===== src/rtl/sipo_rx.sv =====
// Framed serial-in / parallel-out receiver: start bit, WIDTH data bits LSB-first,
// optional even-parity bit (build with SIPO_RX_PARITY_CHECK_EN), stop bit, one-word holding register.
module sipo_rx #(
    parameter int WIDTH = 4
) (
    input  logic             clk,
    input  logic             reset,
    input  logic             si,
    output logic [WIDTH-1:0] po,
    output logic             po_valid,
    input  logic             po_ready,
    output logic             busy,
    output logic             frame_err,
    output logic             parity_err,
    output logic             overrun
);

    localparam int CNT_W = (WIDTH > 1) ? $clog2(WIDTH) : 1;
    localparam logic [CNT_W-1:0] LAST = CNT_W'(WIDTH - 1);

    typedef enum logic [2:0] {
        S_IDLE,
        S_DATA,
        S_PARITY,
        S_STOP,
        S_BREAK
    } state_e;

    state_e             state_q, state_d;
    logic [CNT_W-1:0]   cnt_q, cnt_d;
    logic [WIDTH-1:0]   shreg_q, shreg_d;
    logic [WIDTH-1:0]   po_q, po_d;
    logic               po_valid_q, po_valid_d;
    logic               overrun_q, overrun_d;
    logic               frame_err_q, frame_err_d;
    logic               par_bad;
    logic               good_stop;
    logic               xfer;
    logic               load;
    logic               drop;

    // State register
    // NOTE: sequential state uses non-blocking assignments so every flop samples pre-edge values.
    always_ff @(posedge clk or negedge reset) begin
        if (!reset) begin
            state_q <= S_IDLE;
        end else begin
            state_q <= state_d;
        end
    end

    // Next-state logic
    // NOTE: every always_comb output gets a default first, so no path can infer a latch.
    always_comb begin
        state_d = state_q;
        unique case (state_q)
            S_IDLE:   if (!si) state_d = S_DATA;
`ifdef SIPO_RX_PARITY_CHECK_EN
            S_DATA:   if (cnt_q == LAST) state_d = S_PARITY;
`else
            S_DATA:   if (cnt_q == LAST) state_d = S_STOP;
`endif
            S_PARITY: state_d = S_STOP;
            S_STOP:   state_d = si ? S_IDLE : S_BREAK;
            S_BREAK:  if (si) state_d = S_IDLE;
            default:  state_d = S_IDLE;
        endcase
    end

    // Output logic
    always_comb begin
        busy = (state_q != S_IDLE);
    end

    // Datapath: shift capture, holding register and handshake
    always_comb begin
        cnt_d   = cnt_q;
        shreg_d = shreg_q;
        if (state_q == S_IDLE && !si) begin
            cnt_d = '0;
        end
        if (state_q == S_DATA) begin
            shreg_d[cnt_q] = si;
            // Hold on the last bit so the counter never wraps inside a frame.
            if (cnt_q != LAST) cnt_d = cnt_q + 1'b1;
        end

        good_stop   = (state_q == S_STOP) && si && !par_bad;
        xfer        = po_valid_q && po_ready;
        load        = good_stop && (!po_valid_q || po_ready);
        drop        = good_stop && po_valid_q && !po_ready;
        po_d        = load ? shreg_q : po_q;
        po_valid_d  = load || (po_valid_q && !po_ready);
        overrun_d   = drop || (overrun_q && !xfer);
        frame_err_d = (state_q == S_STOP) && !si;
    end

    always_ff @(posedge clk or negedge reset) begin
        if (!reset) begin
            cnt_q       <= '0;
            shreg_q     <= '0;
            po_q        <= '0;
            po_valid_q  <= 1'b0;
            overrun_q   <= 1'b0;
            frame_err_q <= 1'b0;
        end else begin
            cnt_q       <= cnt_d;
            shreg_q     <= shreg_d;
            po_q        <= po_d;
            po_valid_q  <= po_valid_d;
            overrun_q   <= overrun_d;
            frame_err_q <= frame_err_d;
        end
    end

`ifdef SIPO_RX_PARITY_CHECK_EN
    logic par_bad_q, par_bad_d;
    logic parity_err_q, parity_err_d;

    // The bad-parity flag spans PARITY..STOP so the word is discarded at the stop bit.
    always_comb begin
        par_bad_d    = par_bad_q;
        parity_err_d = 1'b0;
        if (state_q == S_IDLE && !si) begin
            par_bad_d = 1'b0;
        end
        if (state_q == S_PARITY) begin
            par_bad_d    = (^shreg_q) ^ si;
            parity_err_d = (^shreg_q) ^ si;
        end
    end

    always_ff @(posedge clk or negedge reset) begin
        if (!reset) begin
            par_bad_q    <= 1'b0;
            parity_err_q <= 1'b0;
        end else begin
            par_bad_q    <= par_bad_d;
            parity_err_q <= parity_err_d;
        end
    end

    assign par_bad    = par_bad_q;
    assign parity_err = parity_err_q;
`else
    assign par_bad    = 1'b0;
    assign parity_err = 1'b0;
`endif

    assign po        = po_q;
    assign po_valid  = po_valid_q;
    assign overrun   = overrun_q;
    assign frame_err = frame_err_q;

endmodule


===== config.mk =====
export PLATFORM = sky130hd
export DESIGN_NAME = sipo_rx
export DESIGN_NICKNAME = d
export VERILOG_FILES = /design/src/rtl/sipo_rx.sv
export SDC_FILE = /design/constraint.sdc
export NUM_CORES = 1
export LEC_CHECK = 0
export CORE_MARGIN = 5
export CORE_UTILIZATION = 35
export DETAILED_ROUTE_END_ITERATION = 6
export HOLD_SLACK_MARGIN = 0.06
export SETUP_SLACK_MARGIN = 0.2
export SLEW_MARGIN = 25
export SYNTH_ARGS = -nofsm -noshare
export SYNTH_HDL_FRONTEND = slang
export SYNTH_SLANG_ARGS = --single-unit

===== constraint.sdc =====
create_clock -name clk -period 1.7 [get_ports clk]
set_clock_uncertainty 0.15 [all_clocks]
set_input_delay 0.34 -clock clk [delete_from_list [all_inputs] [get_ports clk]]
set_output_delay 0.34 -clock clk [all_outputs]
set_load 0.1 [all_outputs]

# Word level (Yosys, flattened, before mapping)
# Cells that the tools add are included.
# op_classes
div_mod_pow,0
addsub,1
order_cmp,2
bitwise_logic,0
n_mux,11
n_shift,0
multipliers,0
n_reduce_logical,20
n_eq_ne,9
# ops
operator,count
3-bit one-hot mux with 5 select lines,1
3-bit two-way mux,4
1-bit logical AND,10
2-bit != test (second input constant),4
3-bit by 2-bit == test with 1-bit output (second input constant),2
2-bit two-way mux,3
4-bit bitwise mux,1
1-bit zero test,4
3-bit by 1-bit == test with 1-bit output (second input constant),1
3-bit == test (second input constant),1
3-bit zero test,1
1-bit logical OR,3
2-bit by 3-bit < comparator with 1-bit output (second input constant),1
3-bit AND reduction,1
3-bit nonzero test,1
2-bit by 1-bit adder with 2-bit output (second input constant),1
1-bit demux with 2-bit select,1
2-bit == test (second input constant),1
2-bit by 1-bit >= comparator with 1-bit output (second input constant),1
1-bit two-way mux,1
# word_totals
romBits,0
in_bits,4
latch_bits,0
register_bits,16
memories,0
wordCells,50
out_inout_bits,9
ramBits,0

# Longest topological paths before layout
# depth
word_depth,5
ltp_mapped,4

# Least setup slack after synthesis
# Ideal clock, no wire load.
# synth_timing
path_type,flip-flop to flip-flop
from,"register po_valid_q, in the netlist po_valid"
to,"register po_q[0], in the netlist po[0]"
path_buffers,0
stages_incl_launch_ff,4
t_required_ns,1.424
period_less_slack_ns,1.927
path_slack_ns,-0.227
arrival_ns,1.651
cell_sequence,dfrtp_1 inv_1 o21a_4 mux2_4
# synth_between
elab_chain_cells,3
# synth_lines
item,line_no,source
"start, declared",33,"logic po_valid_q, po_valid_d;"
"start signal, assigned",110,po_valid_q <= po_valid_d;
1-bit zero test,90,load = good_stop && (!po_valid_q || po_ready);
1-bit logical OR,90,
1-bit logical AND,90,
"end signal, assigned",109,po_q <= po_d;
"end, declared",32,"logic [WIDTH-1:0] po_q, po_d;"
# No other way between the ends.
# A chain may end at the register's enable or synchronous reset.

# Final worst setup path
# layout_timing
from,register state_q[1]
to,output busy
# layout_between
elab_chain_cells,1
# layout_lines
item,line_no,source
"start, declared",29,"state_e state_q, state_d;"
"start signal, assigned",48,state_q <= state_d;
3-bit nonzero test,72,busy = (state_q != S_IDLE);
"end, declared",12,"output logic busy,"
# No other way between the ends.

==> results.py <==
metrics = {
    "outcome": {
        "outcome": "complete, but fails checks",
        "violations": "setup timing",
    },
    "sta": {
        "whs_ps": 208,
        "fin_setup_tns_ps": -67.0,
        "setup_violations": 1,
        "rsz0062_at_grt": "yes",
        "timing.final.crit_share_pct": 104,
        "hold_viol": 0,
        "slew_viol_final": 0,
        "fin_crit_ps": 1770,
        "fmax_mhz": 566,
        "setup_ws_ps": -67.0,
    },
    "route": {
        "drcViolationCount": 0,
        "post_drt_via_cell_ratio": 4.65,
        "drtIter0Drc": 4,
        "ant_nets": 0,
        "wl_per_cell_um": 12.9,
        "firstDrtPassIters": 4,
        "vias": 530,
        "routed_wl_um": 1470,
    },
    "worst_setup_path": {
        "worstPathCellList": "or3_4 -> buf_12",
        "cp.required_ps": 1210,
        "worstPathArrival_ps": 1280,
        "worstReg2RegEnd": "po[2]$_DFFE_PN0P_",
        "cp-start-kind": "register",
        "reg2reg_from": "state_q[2]$_DFFE_PN0P_",
        "end_kind": "primary output",
        "critPathSlowestCell": "dfrtp_2",
        "cpPeakStageDelay_ps": 420,
        "r2r_slack_ps": 90,
        "rr_worst_depth": 4,
        "crit_type": "register to primary output",
        "worstPathMaxFanout": 2,
        "critPathBufInv": 1,
        "crit_family": "flip-flops",
    },
    "cts": {
        "cts_tree": "yes",
        "cts_root_buffer": "clkbuf_4",
        "cts.clk_slew.worst_paths_ps": 90,
        "h-tree-depth": 1,
        "ctsHoldBuffers": 0,
        "cts_buffers": 3,
        "cts_sinks": 16,
        "cts_buffer_depth": 2,
        "clk_latency_ps": 280,
    },
    "placement": {
        "io_buffers": 11,
        "dp.cells": 103,
        "dpl.hpwl_um": 1030,
        "place.gp.congestion": 0.702,
        "dpl_cell_area_mm2": 0.00103,
    },
    "final_layout": {
        "diodes": 0,
        "finalNetCount": 95,
        "design_area_mm2": 0.00116,
        "drive_gt1_share_pct": 51.2,
        "final_cell_count_no_fill": 114,
        "area_growth_pct": 50.0,
    },
    "floorplan": {
        "std_cell_rows": 17,
        "core_mm2": 0.00217,
        "ios": 13,
        "start_util_pct": 35.8,
        "die_h_um": 57.1,
        "die_area_mm2": 0.00326,
        "die_w_um": 57.1,
    },
    "logic_synthesis": {
        "synth_flop_cell": "dfrtp_1",
        "synth_top_cell_area_share_pct": 51.6,
        "ys_types": 23,
        "synth_area_leader_cell": "dfrtp_1",
        "ys_seq_elements": 16,
        "synth_edf_count": 0,
        "yosys-top-cells-area": "dfrtp_1 52%, mux2_4 7.7%, ha_1 6.5%",
        "ys_seq_area_share_pct": 51.6,
        "yosys_warnings": 0,
        "synth.most_common_cell": "dfrtp_1",
        "postSynth.asyncResetShare_pct": 100,
        "synthCells": 62,
        "synth.cells.most_frequent": "16 x dfrtp_1, 7 x nand2_1, 5 x a21oi_1",
        "syn_avg_cell_area_um2": 12.5,
        "synth_area_um2": 776,
        "syn_nets": 70,
    },
    "grt": {
        "grt_max_degree": 17,
        "grt.overflow.total": 0,
        "grt_use_total_pct": 10.1,
        "antenna_found_initial": 0,
        "grt_pass1_wl_um": 2540,
        "grt_pass1_vias": 561,
    },
    "worst_hold_path": {
        "min_path_type": "input port to asynchronous set/reset pin",
    },
    "run": {
        "maxCapViolations": 0,
    },
}
==> flip-flops by register name, summed over array words and instances (netlist names) <==
register,count
overrun,1
frame_err,1
shreg_q,4
po_valid,1
state_q,3
po,4
cnt_q,2
==> worst max-delay path by stage <==
| stage | from | to | slack (ps) | cells past startpoint |
|---|---|---|---|---|
| final | state_q[1]$_DFFE_PN0P_ | busy | -70 | 2 |
| after global placement | si | po[3]$_DFFE_PN0P_ | -90 | 4 |
| after floorplan | cnt_q[0]$_DFF_PN0_ | cnt_q[0]$_DFF_PN0_ | 170 | 4 |
| after global routing | state_q[1]$_DFFE_PN0P_ | busy | -100 | 2 |
| after CTS | state_q[0]$_DFFE_PN0P_ | busy | -70 | 2 |
| after detailed placement | si | po[2]$_DFFE_PN0P_ | -110 | 4 |
==> through the flow <==
stage               utilization [%]  setup WS, ps
global route                   53.6          -105
CTS                            51.6         -66.6
finish                         53.6         -67.0
global placement               47.3         -87.1
detailed placement             47.3          -110
floorplan                         -           174
==> placed cells by master (no fill, tap or decap), types with 2 or more instances in the layout <==
cell type / netlist / layout
nor2_1: 3 / 3
buf_12: 0 / 8
mux2_4: 4 / 8
clkbuf_4: 0 / 3
inv_1: 3 / 2
dfrtp_1: 16 / 12
a21oi_1: 5 / 4
nand2_1: 7 / 7
ha_1: 4 / 3
dfrtp_2: 0 / 3
buf_4: 1 / 9
buf_6: 1 / 3
clkdlybuf4s50_1: 0 / 3
==> cell families (layout without fill, tap and decap cells) <==
kind of cell,after synthesis,in the layout,share of synthesized area (%)
and+or+nand+nor,17,17,13.2
muxes,10,10,16.5
buffers and inverters,6,30,4.52
DFF,16,16,51.6
AOI/OAI and AO/OA,8,8,7.26
adders and majority gates,4,4,6.45
other,1,1,0.483
==> routing by layer <==
metal	vias to the layer above	routed length (um)	share of wire [%]	GRT usage (%)
li1	257	-	-	-
met1	260	627	43	12.0
met2	9	737	50	17.0
met3	4	64	4.4	1.58
met4	0	39	2.7	5.96
met5	-	0	0	0
==> cell type report <==
type | instances | area (um2)
repair buffers | 23 | 292
well taps | 28 | 35.0
inverters | 3 | 11.3
clock buffers | 4 | 26.3
flip-flops and latches | 16 | 408
multi-input cells | 40 | 392
fillers | 186 | 1010
==> what timing repair did <==
item	in CTS	in global routing
setup endpoints to repair	7	11
pin swaps	1	5
setup buffers	6	1
resized for setup	6	9
Power is left out: the tool's default activity adds up to more than one toggle a clock period on the data nets, which glitch-free logic cannot reach.
